**config.mk**
```make
export PLATFORM = sky130hd
export DESIGN_NAME = instruction_fetch_unit_flat
export DESIGN_NICKNAME = d
export VERILOG_FILES = /design/src/rtl/instruction_fetch_unit_pkg.sv /design/src/rtl/instruction_fetch_unit_if.sv /design/src/rtl/FullAdder30.sv /design/src/rtl/instruction_fetch_unit.sv /design/src/flat_wrapper.sv
export SDC_FILE = /design/constraint.sdc
export NUM_CORES = 1
export LEC_CHECK = 0
export ABC_AREA = 0
export BUFFER_PORTS_ARGS = -buffer_cell sky130_fd_sc_hd__buf_2
export CELL_PAD_IN_SITES_DETAIL_PLACEMENT = 0
export CELL_PAD_IN_SITES_GLOBAL_PLACEMENT = 1
export CORE_MARGIN = 8
export CORE_UTILIZATION = 41
export CTS_BUF_LIST = sky130_fd_sc_hd__clkbuf_8
export DETAILED_ROUTE_END_ITERATION = 12
export PLACE_DENSITY_LB_ADDON = 0.1
export SLEW_MARGIN = 15
export SYNTH_ARGS = -nofsm -noshare
export SYNTH_HDL_FRONTEND = slang
export SYNTH_SLANG_ARGS = --single-unit
```
**constraint.sdc**
```tcl
create_clock -name clk -period 15.4 [get_ports clk]
set_input_delay 0 -clock clk [delete_from_list [all_inputs] [get_ports clk]]
set_output_delay 0 -clock clk [all_outputs]
set_load 0.005 [all_outputs]
```
**src/rtl/instruction_fetch_unit_pkg.sv**
```systemverilog
// Shared constants, state encoding and helpers for the instruction fetch unit.
package instruction_fetch_unit_pkg;

    localparam int PC_WIDTH            = 30;
    localparam int INSTR_WIDTH         = 32;
    localparam int BRANCH_OFFSET_WIDTH = 16;
    localparam int JUMP_FIELD_WIDTH    = 26;
    localparam int SEXT_WIDTH          = PC_WIDTH - BRANCH_OFFSET_WIDTH;
    localparam int JUMP_REGION_WIDTH   = PC_WIDTH - JUMP_FIELD_WIDTH;

    typedef enum logic [1:0] {
        START = 2'd0,
        RUN   = 2'd1,
        HOLD  = 2'd2,
        FLUSH = 2'd3
    } fetch_state_e;

    // Widens a signed 16-bit word offset to a full PC-width addend.
    function automatic logic [PC_WIDTH-1:0] sign_extend_offset(
        input logic [BRANCH_OFFSET_WIDTH-1:0] offset
    );
        return {{SEXT_WIDTH{offset[BRANCH_OFFSET_WIDTH-1]}}, offset};
    endfunction

endpackage

```
**src/rtl/instruction_fetch_unit_if.sv**
```systemverilog
// Fetch bus: instruction memory port plus the decode handshake and redirect inputs.
interface instruction_fetch_unit_if;
    import instruction_fetch_unit_pkg::*;

    logic [PC_WIDTH-1:0]            imem_addr;
    logic [INSTR_WIDTH-1:0]         imem_rdata;
    logic                           instr_valid;
    logic [INSTR_WIDTH-1:0]         instr;
    logic [PC_WIDTH-1:0]            instr_pc;
    logic                           decode_ready;
    logic                           branch_taken;
    logic [BRANCH_OFFSET_WIDTH-1:0] branch_offset;
    logic                           jump_taken;
    logic [JUMP_FIELD_WIDTH-1:0]    jump_target;

    // Fetch unit side.
    modport master (
        output imem_addr,
        input  imem_rdata,
        output instr_valid,
        output instr,
        output instr_pc,
        input  decode_ready,
        input  branch_taken,
        input  branch_offset,
        input  jump_taken,
        input  jump_target
    );

    // Memory / decode side.
    modport slave (
        input  imem_addr,
        output imem_rdata,
        input  instr_valid,
        input  instr,
        input  instr_pc,
        output decode_ready,
        output branch_taken,
        output branch_offset,
        output jump_taken,
        output jump_target
    );

endinterface

```
**src/rtl/FullAdder30.sv**
```systemverilog
// 30-bit ripple-carry adder used for every next-PC computation; the carry out of
// the top bit is dropped so all PC arithmetic wraps modulo 2^30.
module FullAdder30
    import instruction_fetch_unit_pkg::*;
(
    input  logic [PC_WIDTH-1:0] a,
    input  logic [PC_WIDTH-1:0] b,
    input  logic                cin,
    output logic [PC_WIDTH-1:0] sum
);

    logic [PC_WIDTH-1:0] carry;

    assign carry[0] = cin;

    for (genvar i = 0; i < PC_WIDTH; i++) begin : g_bit
        assign sum[i] = a[i] ^ b[i] ^ carry[i];
        if (i < PC_WIDTH - 1) begin : g_carry
            assign carry[i+1] = (a[i] & b[i]) | (carry[i] & (a[i] ^ b[i]));
        end
    end

endmodule

```
**src/rtl/instruction_fetch_unit.sv**
```systemverilog
// Fetch stage: owns the PC, drives the synchronous instruction memory and hands
// instructions to decode over valid/ready, honouring branch and jump redirects.
//
// pc_q is the address currently presented to memory; its data arrives on
// imem_rdata one cycle later. While an instruction is presented, pc_q is always
// instr_pc + 1, so RUN can pass imem_rdata straight through and the jump region
// bits come from pc_q without another adder.
module instruction_fetch_unit
    import instruction_fetch_unit_pkg::*;
#(
    parameter logic [PC_WIDTH-1:0] RESET_PC = '0
) (
    input  logic                      clk,
    input  logic                      reset,
    instruction_fetch_unit_if.master  fetch_bus
);

    fetch_state_e           state_q, state_d;
    logic [PC_WIDTH-1:0]    pc_q, pc_d;
    logic [PC_WIDTH-1:0]    instr_pc_q, instr_pc_d;
    logic [INSTR_WIDTH-1:0] hold_q, hold_d;

    logic [PC_WIDTH-1:0]    pc_plus1;
    logic [PC_WIDTH-1:0]    branch_offset_ext;
    logic [PC_WIDTH-1:0]    branch_target;
    logic [PC_WIDTH-1:0]    jump_target_pc;
    logic [PC_WIDTH-1:0]    redirect_target;
    logic                   presenting;
    logic                   transfer;
    logic                   redirect;

    assign presenting        = (state_q == RUN) || (state_q == HOLD);
    assign transfer          = presenting && fetch_bus.decode_ready;
    assign redirect          = transfer && (fetch_bus.branch_taken || fetch_bus.jump_taken);
    assign branch_offset_ext = sign_extend_offset(fetch_bus.branch_offset);
    assign jump_target_pc    = {pc_q[PC_WIDTH-1 -: JUMP_REGION_WIDTH], fetch_bus.jump_target};
    assign redirect_target   = fetch_bus.jump_taken ? jump_target_pc : branch_target;

    FullAdder30 u_pc_inc (
        .a   (pc_q),
        .b   ({PC_WIDTH{1'b0}}),
        .cin (1'b1),
        .sum (pc_plus1)
    );

    FullAdder30 u_branch_add (
        .a   (instr_pc_q),
        .b   (branch_offset_ext),
        .cin (1'b1),
        .sum (branch_target)
    );

    // State register; reset parks the unit in START with the first read in flight.
    always_ff @(posedge clk or posedge reset) begin
        if (reset) begin
            state_q <= START;
        end else begin
            state_q <= state_d;
        end
    end

    // Next state: redirects only count on a transfer, a stalled RUN parks in HOLD.
    always_comb begin
        state_d = state_q;
        case (state_q)
            START, FLUSH: state_d = RUN;
            RUN: begin
                if (redirect) begin
                    state_d = FLUSH;
                end else if (!transfer) begin
                    state_d = HOLD;
                end
            end
            HOLD: begin
                if (redirect) begin
                    state_d = FLUSH;
                end else if (transfer) begin
                    state_d = RUN;
                end
            end
            default: state_d = START;
        endcase
    end

    // Outputs: RUN shows the word arriving from memory, HOLD replays the captured one.
    always_comb begin
        fetch_bus.instr_valid = 1'b0;
        fetch_bus.instr       = '0;
        case (state_q)
            RUN: begin
                fetch_bus.instr_valid = 1'b1;
                fetch_bus.instr       = fetch_bus.imem_rdata;
            end
            HOLD: begin
                fetch_bus.instr_valid = 1'b1;
                fetch_bus.instr       = hold_q;
            end
            default: begin
                fetch_bus.instr_valid = 1'b0;
                fetch_bus.instr       = '0;
            end
        endcase
    end

    assign fetch_bus.imem_addr = pc_q;
    assign fetch_bus.instr_pc  = instr_pc_q;

    // Datapath next values: advance on transfer, retarget on redirect, freeze on stall.
    always_comb begin
        pc_d       = pc_q;
        instr_pc_d = instr_pc_q;
        hold_d     = hold_q;
        case (state_q)
            START, FLUSH: begin
                instr_pc_d = pc_q;
                pc_d       = pc_plus1;
            end
            RUN, HOLD: begin
                if (redirect) begin
                    pc_d   = redirect_target;
                    hold_d = '0;
                end else if (transfer) begin
                    instr_pc_d = pc_q;
                    pc_d       = pc_plus1;
                end else if (state_q == RUN) begin
                    hold_d = fetch_bus.imem_rdata;
                end
            end
            default: begin
                pc_d = RESET_PC;
            end
        endcase
    end

    // Datapath registers: fetch address, presented instruction address, stall buffer.
    always_ff @(posedge clk or posedge reset) begin
        if (reset) begin
            pc_q       <= RESET_PC;
            instr_pc_q <= '0;
            hold_q     <= '0;
        end else begin
            pc_q       <= pc_d;
            instr_pc_q <= instr_pc_d;
            hold_q     <= hold_d;
        end
    end

endmodule

```
**src/flat_wrapper.sv**
```systemverilog
// flat-port wrapper written by rule: the top's interface ports become plain ports
module instruction_fetch_unit_flat import instruction_fetch_unit_pkg::*;
#(
    parameter logic [PC_WIDTH-1:0] RESET_PC = '0
)
  (clk, reset, fetch_bus_imem_addr, fetch_bus_imem_rdata, fetch_bus_instr_valid, fetch_bus_instr, fetch_bus_instr_pc, fetch_bus_decode_ready, fetch_bus_branch_taken, fetch_bus_branch_offset, fetch_bus_jump_taken, fetch_bus_jump_target);
  instruction_fetch_unit_if fetch_bus_i ();
  input  logic clk;
  input  logic reset;
  output wire logic [$bits(fetch_bus_i.imem_addr)-1:0] fetch_bus_imem_addr;
  input wire logic [$bits(fetch_bus_i.imem_rdata)-1:0] fetch_bus_imem_rdata;
  output wire logic [$bits(fetch_bus_i.instr_valid)-1:0] fetch_bus_instr_valid;
  output wire logic [$bits(fetch_bus_i.instr)-1:0] fetch_bus_instr;
  output wire logic [$bits(fetch_bus_i.instr_pc)-1:0] fetch_bus_instr_pc;
  input wire logic [$bits(fetch_bus_i.decode_ready)-1:0] fetch_bus_decode_ready;
  input wire logic [$bits(fetch_bus_i.branch_taken)-1:0] fetch_bus_branch_taken;
  input wire logic [$bits(fetch_bus_i.branch_offset)-1:0] fetch_bus_branch_offset;
  input wire logic [$bits(fetch_bus_i.jump_taken)-1:0] fetch_bus_jump_taken;
  input wire logic [$bits(fetch_bus_i.jump_target)-1:0] fetch_bus_jump_target;
  assign fetch_bus_imem_addr = fetch_bus_i.imem_addr;
  assign fetch_bus_i.imem_rdata = fetch_bus_imem_rdata;
  assign fetch_bus_instr_valid = fetch_bus_i.instr_valid;
  assign fetch_bus_instr = fetch_bus_i.instr;
  assign fetch_bus_instr_pc = fetch_bus_i.instr_pc;
  assign fetch_bus_i.decode_ready = fetch_bus_decode_ready;
  assign fetch_bus_i.branch_taken = fetch_bus_branch_taken;
  assign fetch_bus_i.branch_offset = fetch_bus_branch_offset;
  assign fetch_bus_i.jump_taken = fetch_bus_jump_taken;
  assign fetch_bus_i.jump_target = fetch_bus_jump_target;
  instruction_fetch_unit #(.RESET_PC(RESET_PC)) u_core (.clk(clk), .reset(reset), .fetch_bus(fetch_bus_i));
endmodule
```
== Yosys cells after proc, flatten, opt, wreduce, memory -nomap -nowiden ==
Cells that the tools add are included.
Word-level totals
  register bits after elaboration: 94
  logic and storage cells: 248
  bits of input ports: 79
Cells by class
  equality and inequality tests: 10
  reductions and logical operators: 12
  bitwise operators: 204
  muxes and demuxes: 17
Operators with widths (count)
  two-way mux 30 bit: 5
  case mux 30 bit (2 select lines): 2
  two-way mux 32 bit: 3
  bitwise XOR 1 bit: 88
  bitwise AND 1 bit: 85
  case mux 32 bit (2 select lines): 1
  bitwise OR 1 bit: 29
  two-way mux 2 bit: 4
  != test 3 x 1 -> 1 bit, second input constant: 2
  != test 3 bit, second input constant: 2
  case mux 2 bit (3 select lines): 1
  AND reduction 2 bit: 3
  equality test 2 bit, second input constant: 2
  != test 2 bit, second input constant: 2
  OR reduction 2 bit: 2
  AND reduction 3 bit: 1
  equality test 2 x 1 -> 1 bit, second input constant: 1
  logical AND 1 bit: 2
  zero test 2 bit: 1
  logical OR 1 bit: 2
  != test 2 x 1 -> 1 bit, second input constant: 1
  inverter 1 bit: 2
  nonzero test 2 bit: 1
  two-way mux 1 bit: 1

== Longest topological paths before layout ==
Gate-level depths: netlist (run 1).
  depth in word-level cells: 62
  mapped depth: 37
  gate-level depth less buffers: 37

== Cells and area by module ==
Synthesis (run 1) repeated with hierarchy kept, for this count alone.
Unflattened totals
  cell total of the unflattened synthesis: 540
  area, all modules: 6033.3 sq um
By module, submodules not included
  instruction_fetch_unit: times used 1, cells each 470, sequential area each 2352.3 sq um, area an instance 4787.1 sq um
  FullAdder30: times used 2, cells each 35, sequential area each 0.0 sq um, area an instance 623.1 sq um

== Worst setup path before layout (run 1) ==
Ideal clock, no wire load.
  path kind: register -> register
  start: register u_core.instr_pc_q[0] (netlist: u_core.fetch_bus.instr_pc[0])
  end: register u_core.pc_q[28] (netlist: u_core.fetch_bus.imem_addr[28])
  clock period less this slack: 11.460 ns
  library setup time: 0.083 ns
  stages on the path, launching flop included: 37
  arrival: 11.377 ns
  slack: 3.940 ns
  path through: dfrtp_1 inv_1 ha_1 inv_1 fa_1 fa_1 fa_1 fa_1 fa_1 fa_1 fa_1 fa_1 fa_1 fa_1 fa_1 fa_1 fa_1 fa_1 fa_1 fa_1 fa_1 fa_1 fa_1 fa_1 fa_1 fa_1 fa_1 fa_1 fa_1 inv_1 fa_1 inv_1 fa_1 inv_1 fa_1 a2bb2oi_1 o21ai_0
On the way
  longest elaborated chain between the ends: 60
  elaborated cells on any way between the ends: 61
Ends and longest elaborated chain
  start, declared: line instruction_fetch_unit.sv:20  | logic [PC_WIDTH-1:0] instr_pc_q, instr_pc_d;
  start signal, assigned: line instruction_fetch_unit.sv:143  | instr_pc_q <= instr_pc_d;
  bitwise AND 1 bit / bitwise XOR 1 bit (equally long branches): line FullAdder30.sv:19  | assign carry[i+1] = (a[i] & b[i]) | (carry[i] & (a[i] ^ b[i]));
  bitwise OR 1 bit (*): line FullAdder30.sv:19
  bitwise AND 1 bit (*): line FullAdder30.sv:19
  bitwise OR 1 bit (*): line FullAdder30.sv:19
  bitwise AND 1 bit (*): line FullAdder30.sv:19
  bitwise OR 1 bit (*): line FullAdder30.sv:19
  bitwise AND 1 bit (*): line FullAdder30.sv:19
  bitwise OR 1 bit (*): line FullAdder30.sv:19
  [44 not listed]
  bitwise AND 1 bit (*): line FullAdder30.sv:19
  bitwise OR 1 bit (*): line FullAdder30.sv:19
  bitwise AND 1 bit (*): line FullAdder30.sv:19
  bitwise OR 1 bit (*): line FullAdder30.sv:19
  bitwise XOR 1 bit (*): line FullAdder30.sv:17  | assign sum[i] = a[i] ^ b[i] ^ carry[i];
  two-way mux 30 bit (*): line instruction_fetch_unit.sv:37  | assign redirect_target = fetch_bus.jump_taken ? jump_target_pc : branch_target;
  two-way mux 30 bit (*): line instruction_fetch_unit.sv:119  | if (redirect) begin
  case mux 30 bit (2 select lines) (*): line instruction_fetch_unit.sv:113  | case (state_q)
  end signal, assigned: line instruction_fetch_unit.sv:142  | pc_q <= pc_d;
  end, declared: line instruction_fetch_unit.sv:19  | logic [PC_WIDTH-1:0] pc_q, pc_d;
Every way passes the cells marked *; elsewhere a longest branch is shown, timed or not. The select of a mux whose other input is x is not followed.
A chain may end at the register's enable or synchronous reset.

== Worst setup path in the final report (run 1) ==
Same ends and word-level chain as after synthesis.

==> flow_summary_export.csv, run 1 <==
group,metric,value,unit
cts,clk_transition_reported_paths,90,ps
power_and_ir_drop,cellPowerDensity,183,nW/um2
drt,routed_wire_length_per_instance,17.9,um
critical_path,critPathCaptureType,"flip-flop",
power_and_ir_drop,power.total,1.30,mW
placed_design,dp_worst_setup_slack,3330,ps
cells_and_area,fin_util,53.2,%
drt,post-route-drc-count,0,
cells_and_area,num_antenna_cells,0,
logic_synthesis,syn_avg_cell_area,10.6,um2
global_route,grt_pass1_vias,5070,
power_and_ir_drop,peakVddDrop,83.2,uV
logic_synthesis,synth_ff_type,"sky130_fd_sc_hd__dfrtp_1",
cts,postCtsSetupRepairBufs,0,
global_route,antenna_found_initial,1,
drt,final_antenna_net_count,0,
cells_and_area,syn2layout_area_growth,26.2,%
logic_synthesis,ys_seq_area_share,42.0,%
global_route,grtUsageTotal,18.1,%
status,status,"finished clean",
cts,clock_insertion_delay_worst_skew,350,ps
logic_synthesis,synthCells,528,
logic_synthesis,asyncSetResetFlopFracSynth,100,%
timing,clock_skew,9.77,ps
global_route,overflow,0,
cts,tritoncts,"yes",
critical_path,worst_ep_arrival_time,12410,ps
global_route,grt_first_pass_wirelength,26200,um
timing,layout_min_cycle_time,12130,ps
floorplanning,ios,172,
critical_path,worst_ep_required_time,15670,ps
cells_and_area,drive_above_1_share,32.5,%
cts,clk_root_buffer_cell,"sky130_fd_sc_hd__clkbuf_8",
floorplanning,initial_utilization,42.1,%
drt,totalWireLength,15900,um
critical_path,sort_of_element_at_the_start_of_the_critical_path,"flip-flop",
logic_synthesis,postSynthRegisterBits,94,
cells_and_area,num-nets-final,845,
critical_path,crit_path_frequent_cell,"sky130_fd_sc_hd__fa_1",
drt,dr_total_vias,4648,
logic_synthesis,netlist-cell-type-count,35,
drt,drt-pass1-iter-count,4,
floorplanning,num_rows,42,
critical_path,critPathMaxStageDelay,420,ps
critical_path,critical_path_class,"reg -> reg",
cts,cts_max_path_buffers,2,
timing,fmax,82.4,MHz
drt,violation_count_after_the_first_detailed_routing_iteration,269,
cts,cts_sinks,94,
placed_design,gp_routability_congestion,0.807,
logic_synthesis,synth-warning-count,0,
worst_hold_path,worstHoldPathType,"in -> reg",
floorplanning,die-area,17700,um2
cells_and_area,num-fill-cells,1199,
power_and_ir_drop,leakage,3.44,nW
timing,final_max_slew_viol_count,0,
timing,setup_violations,0,
cells_and_area,mostFrequentLayoutCells,"171 x sky130_fd_sc_hd__buf_2, 94 x sky130_fd_sc_hd__dfrtp_1, 57 x sky130_fd_sc_hd__nor2_1",
drt,vias_per_cell,5.25,
global_route,grt_start_max_net_pins,66,
timing,maxSlewHeadroom,25.1,%
timing,finalHoldViolations,0,
cts,numCtsBuffers,9,
floorplanning,core_area,13300,um2
floorplanning,fp.dieH,133,um
cts,htree_levels,3,
timing,worst_setup_slack_final,3270,ps
timing,rsz0062_at_grt,"no",
placed_design,buffer_ports.inserted,171,
cells_and_area,final_common_cell,"sky130_fd_sc_hd__buf_2",
critical_path,critical_path_peak_fanout,3,
floorplanning,die_w,133,um
cells_and_area,seq_cell_area,2350,um2
timing,finalSetupTns,0,ps
timing,final.period_utilization,78.8,%
logic_synthesis,number_of_enable_flip_flop_cells_after_synthesis,0,
flow_run,maxCapViolCount,0,
critical_path,crit_path_top_delay_cell,"sky130_fd_sc_hd__fa_1",
timing,worst_slew_pin_tran,1120,ps
placed_design,hpwlAfterDp,10800,um
cells_and_area,multi_input_comb_area,3020,um2
logic_synthesis,synth_area,5600,um2
logic_synthesis,synth_fp_nets,666,
-- synth_stat cells (all sizes together), types with 22 or more instances --
master	number	area (um2)
a31oi	22	138
mux2	29	327
ha	31	388
fa	28	561
nand2	31	116
buf	22	105
o21ai	33	165
nor2	60	230
a32o	32	320
nand2b	45	289
dfrtp	94	2350
a22oi	32	240
-- report_power, final --
part	internal (mW)	switching (mW)	leakage (nW)	total, mW
clock network	0.0696	0.0830	0.0955	0.153
logic	0.329	0.366	2.16	0.695
registers	0.353	0.0949	1.19	0.448
total	0.752	0.544	3.44	1.30
-- state kept, by name, indices dropped and copies added, names as in the netlist --
signal                      flops
u_core.fetch_bus.instr_pc      30
u_core.fetch_bus.imem_addr     30
u_core.hold_q                  32
u_core.state_q                  2
-- worst max-delay path: cells and delay by family (launching register included) --
family | cells | cell delay, ps
buf+inv | 5 | 330
fa+ha+maj | 29 | 11010
flops | 1 | 400
compound gates | 2 | 290
-- per-layer routing --
metal	GRT usage [%]	wire length, um	up-vias
li1	-	-	2229
met2	29.7	7790	137
met5	0	10	-
met3	5.56	1060	8
met4	5.55	107	2
met1	22.3	6940	2272
-- per-stage QoR --
step	hold WS (ps)	instance area (um2)	cells
after floorplan	145	5600	528
after global placement	13.7	6560	839
after detailed placement	22.5	6560	839
after CTS	3.40	7070	886
after global routing	41.9	7070	886
final	38.5	7070	886
-- path summary, 6_finish.rpt --
kind | start | end | slack (ps) | depth (start not counted)
worst max-delay path | u_core.fetch_bus.instr_pc[0]$_DFFE_PP0P_ | u_core.fetch_bus.imem_addr[28]$_DFFE_PP0P_ | 3270 | 36
worst min-delay path | fetch_bus_jump_target[24] | u_core.fetch_bus.imem_addr[24]$_DFFE_PP0P_ | 40 | 4
worst max register to register | u_core.fetch_bus.instr_pc[0]$_DFFE_PP0P_ | u_core.fetch_bus.imem_addr[28]$_DFFE_PP0P_ | 3270 | 36
worst min register to register | u_core.hold_q[27]$_DFFE_PP0P_ | u_core.hold_q[27]$_DFFE_PP0P_ | 500 | 1
max in group asynchronous | reset | u_core.fetch_bus.instr_pc[2]$_DFFE_PP0P_ | 14000 | 4
min in group asynchronous | reset | u_core.hold_q[24]$_DFFE_PP0P_ | 180 | 3
-- layout make-up --
class,count,area share [%]
clock buffer,12,2.34
clock inverter,2,0.124
inverter,18,0.991
multi-input combinational,374,42.8
sequential,94,33.3
tap,176,3.11
timing repair buffer,210,17.4
-- kinds of logic (layout without fill, tap and decap cells) --
logic type	Yosys count	after routing	share of synthesized area [%]
flip-flops	94	94	42.0
buffers and inverters	60	242	4.42
adder cells (fa/ha/maj)	59	59	16.9
AO/OA/AOI/OAI	137	137	17.7
XOR/XNOR	2	2	0.313
AND/OR/NAND/NOR	144	144	12.2
multiplexers	32	32	6.37
-- timing repair --
| item | in CTS | in global routing |
|---|---|---|
| gates resized for setup | 0 | 0 |
| endpoints found under the hold margin | 61 | 0 |
| hold buffers | 33 | 0 |
(Power assumes the default switching activity.)
==> run 2, diff against run 1 <==
clock period = 11.3 ns   (was 15.4 ns; I/O delays follow)
==> run 2 against run 1 <==
  * Hold slack got worse by 32 ps
  * Flip-flop and latch count did not move
  * Non-clock buffer count up 2
  * Sequential share of layout area shrank 0.54 points
  * First-iteration DRC count rose by 4.1%
  * Wire length decreased by 0.16%
  * Register-to-register slack got worse by 2900 ps
  * Largest cell class unchanged
  * Largest power group unchanged
==> flow_summary_export.csv, run 2 (synthesis gave the netlist of run 1 again) <==
group,metric,value,unit
timing,worst_slew_pin_tran,1110,ps
cts,cts_max_path_buffers,2,
critical_path,rr_endpoint,"u_core.fetch_bus.imem_addr[28]$_DFFE_PP0P_",
flow_run,maxCapViolCount,0,
power_and_ir_drop,leakage,3.44,nW
cells_and_area,largest_register_ff_count,32,
drt,post-route-drc-count,0,
drt,dr_total_vias,4692,
power_and_ir_drop,combinationalPowerShare,52.5,%
cells_and_area,syn2layout_area_growth,28.3,%
drt,met1_wl,6850,um
placed_design,buffer_ports.inserted,171,
critical_path,reg2reg_depth,36,
timing,layout_min_cycle_time,10980,ps
power_and_ir_drop,power.net_switching,756,uW
placed_design,dp_cells,841,
critical_path,critPathMaxStageDelay,400,ps
power_and_ir_drop,power.sequential.fraction,33.5,%
floorplanning,num_rows,42,
timing,fmax,91.0,MHz
floorplanning,die_w,133,um
critical_path,worst_ep_required_time,11610,ps
cells_and_area,mostFrequentLayoutCells,"171 x sky130_fd_sc_hd__buf_2, 94 x sky130_fd_sc_hd__dfrtp_1, 57 x sky130_fd_sc_hd__nor2_1",
floorplanning,core_area,13300,um2
timing,final.period_utilization,97.2,%
drt,wire_length_on_met3,1140,um
cells_and_area,drive_above_1_share,36.3,%
global_route,overflow,0,
critical_path,r2r-start,"u_core.fetch_bus.instr_pc[0]$_DFFE_PP0P_",
cts,clock_insertion_delay_worst_skew,380,ps
cells_and_area,num-nets-final,847,
cts,postCtsSetupRepairBufs,0,
critical_path,crit_path_top_delay_cell,"sky130_fd_sc_hd__fa_1",
cts,htree_levels,3,
power_and_ir_drop,power_report.internal_total,1.07,mW
timing,finalHoldViolations,0,
global_route,grt_start_max_net_pins,65,
cts,cts_sinks,94,
drt,vias_per_cell,5.27,
drt,routed_wire_length_per_instance,17.8,um
placed_design,detailed_place.area,6590,um2
critical_path,worst_ep_arrival_time,11290,ps
critical_path,critical_path_peak_fanout,2,
drt,totalWireLength,15900,um
global_route,grt_first_pass_wirelength,26300,um
critical_path,critical_path_class,"reg -> reg",
cells_and_area,final-instance-count-excl-fill,890,
global_route,antenna_found_initial,0,
power_and_ir_drop,peakVddDrop,127,uV
critical_path,launching_element_of_the_worst_setup_path,"u_core.fetch_bus.instr_pc[0]$_DFFE_PP0P_",
drt,violation_count_after_the_first_detailed_routing_iteration,280,
critical_path,sort_of_element_at_the_start_of_the_critical_path,"flip-flop",
critical_path,worst-r2r-setup-slack,320,ps
timing,rsz0062_at_grt,"no",
global_route,grtUsageTotal,18.3,%
timing,maxSlewHeadroom,25.7,%
cts,numCtsBuffers,9,
cells_and_area,num_antenna_cells,0,
critical_path,crit_path_frequent_cell,"sky130_fd_sc_hd__fa_2",
floorplanning,initial_utilization,42.1,%
floorplanning,die-area,17700,um2
cells_and_area,post-route-cell-area,7190,um2
power_and_ir_drop,cellPowerDensity,254,nW/um2
placed_design,gp_routability_congestion,0.772,
global_route,grt_pass1_vias,5053,
drt,drt-pass1-iter-count,4,
timing,final_max_slew_viol_count,0,
cts,clk_root_buffer_cell,"sky130_fd_sc_hd__clkbuf_8",
power_and_ir_drop,power_switching_share,41.4,%
critical_path,cp-endpoint,"u_core.fetch_bus.imem_addr[28]$_DFFE_PP0P_",
cts,tritoncts,"yes",
cts,clk_transition_reported_paths,100,ps
drt,final_antenna_net_count,0,
cells_and_area,final_common_cell,"sky130_fd_sc_hd__buf_2",
power_and_ir_drop,power.total,1.83,mW
timing,clock_skew,13.9,ps
status,status,"finished clean",
placed_design,hpwlAfterDp,10700,um
critical_path,critPathCaptureType,"flip-flop",
power_and_ir_drop,share_clk_of_total_power,14.0,%
cells_and_area,fin_util,54.1,%
floorplanning,fp.dieH,133,um
cells_and_area,register_containing_the_most_flip_flops_in_the_final_layout,"u_core.hold_q",
worst_hold_path,worstHoldPathType,"in -> reg",
drt,detailroute.wirelength.met2,7660,um
drt,top_layer,"met4",
timing,setup_violations,0,
floorplanning,ios,172,
==> run 2: cell types whose count changed in the layout (fill, tap and decap cells not counted) <==
cell,previous run,this run
sky130_fd_sc_hd__buf_4,6,8
sky130_fd_sc_hd__bufinv_16,0,2
sky130_fd_sc_hd__clkbuf_8,12,10
sky130_fd_sc_hd__clkinv_2,1,2
sky130_fd_sc_hd__clkinvlp_4,0,2
sky130_fd_sc_hd__fa_1,28,5
sky130_fd_sc_hd__fa_2,0,23
sky130_fd_sc_hd__inv_1,17,16
sky130_fd_sc_hd__nor2_2,1,2
sky130_fd_sc_hd__nor2_4,2,1
sky130_fd_sc_hd__o21ai_0,26,25
sky130_fd_sc_hd__o21ai_1,6,7
==> run 2: through the flow <==
step / hold slack, ps / setup WS, ps / TNS [ps]
floorplan: 145 / 38.7 / 0
global placement: 108 / -421 / -822
detailed placement: 104 / -546 / -1170
CTS: 0.547 / 42.6 / 0
global route: 22.6 / 23.9 / 0
finish: 6.70 / 317 / 0
==> run 2: final cells by class <==
class / instances / area (um2)
Timing Repair Buffer: 212 / 1250
Fill cell: 1187 / 6110
Clock inverter: 6 / 85.1
Tap cell: 176 / 220
Sequential cell: 94 / 2350
Inverter: 18 / 70.1
Multi-Input combinational cell: 374 / 3080
Clock buffer: 10 / 138
==> run 2: per-layer routing <==
layer / global-route usage [%] / up-vias
met1: 22.7 / 2300
met4: 5.68 / 0
li1: - / 2232
met5: 0 / -
met3: 5.26 / 18
met2: 30.1 / 142
==> run 2: what timing repair did <==
| action | CTS | global route |
|---|---|---|
| hold buffers | 33 | 0 |
| gates resized for setup | 13 | 6 |
| setup endpoints to repair | 3 | 2 |
| hold endpoints to repair | 74 | 0 |
==> run 2: worst max-delay path, delay by kind of cell, from the launching register on <==
family,cells,cell delay (ps)
buffers and inverters,5,330
flip-flops,1,390
AO/OA/AOI/OAI,2,270
adder cells (fa/ha/maj),29,9940
==> run 2: worst min-delay path by stage <==
| stage | from | end | cells past startpoint |
|---|---|---|---|
| 6_report | fetch_bus_jump_target[23] | u_core.fetch_bus.imem_addr[23]$_DFFE_PP0P_ | 4 |
| 5_1_grt | fetch_bus_branch_taken | u_core.fetch_bus.imem_addr[29]$_DFFE_PP0P_ | 3 |
| 4_1_cts | fetch_bus_jump_target[23] | u_core.fetch_bus.imem_addr[23]$_DFFE_PP0P_ | 4 |
| 3_5_place_dp | reset | u_core.hold_q[24]$_DFFE_PP0P_ | 2 |
| 3_3_place_gp | reset | u_core.hold_q[21]$_DFFE_PP0P_ | 2 |
| 2_1_floorplan | fetch_bus_imem_rdata[0] | fetch_bus_instr[0] | 2 |
==> run 2: power by group through the flow <==
stage                     Clock [mW]  Sequential, mW  Combinational, mW
after floorplan                    0           0.602              0.620
after global placement             0           0.608              0.935
after detailed placement           0           0.619              0.959
after CTS                      0.262           0.615              0.973
after global routing           0.275           0.638               1.09
final                          0.256           0.612              0.959
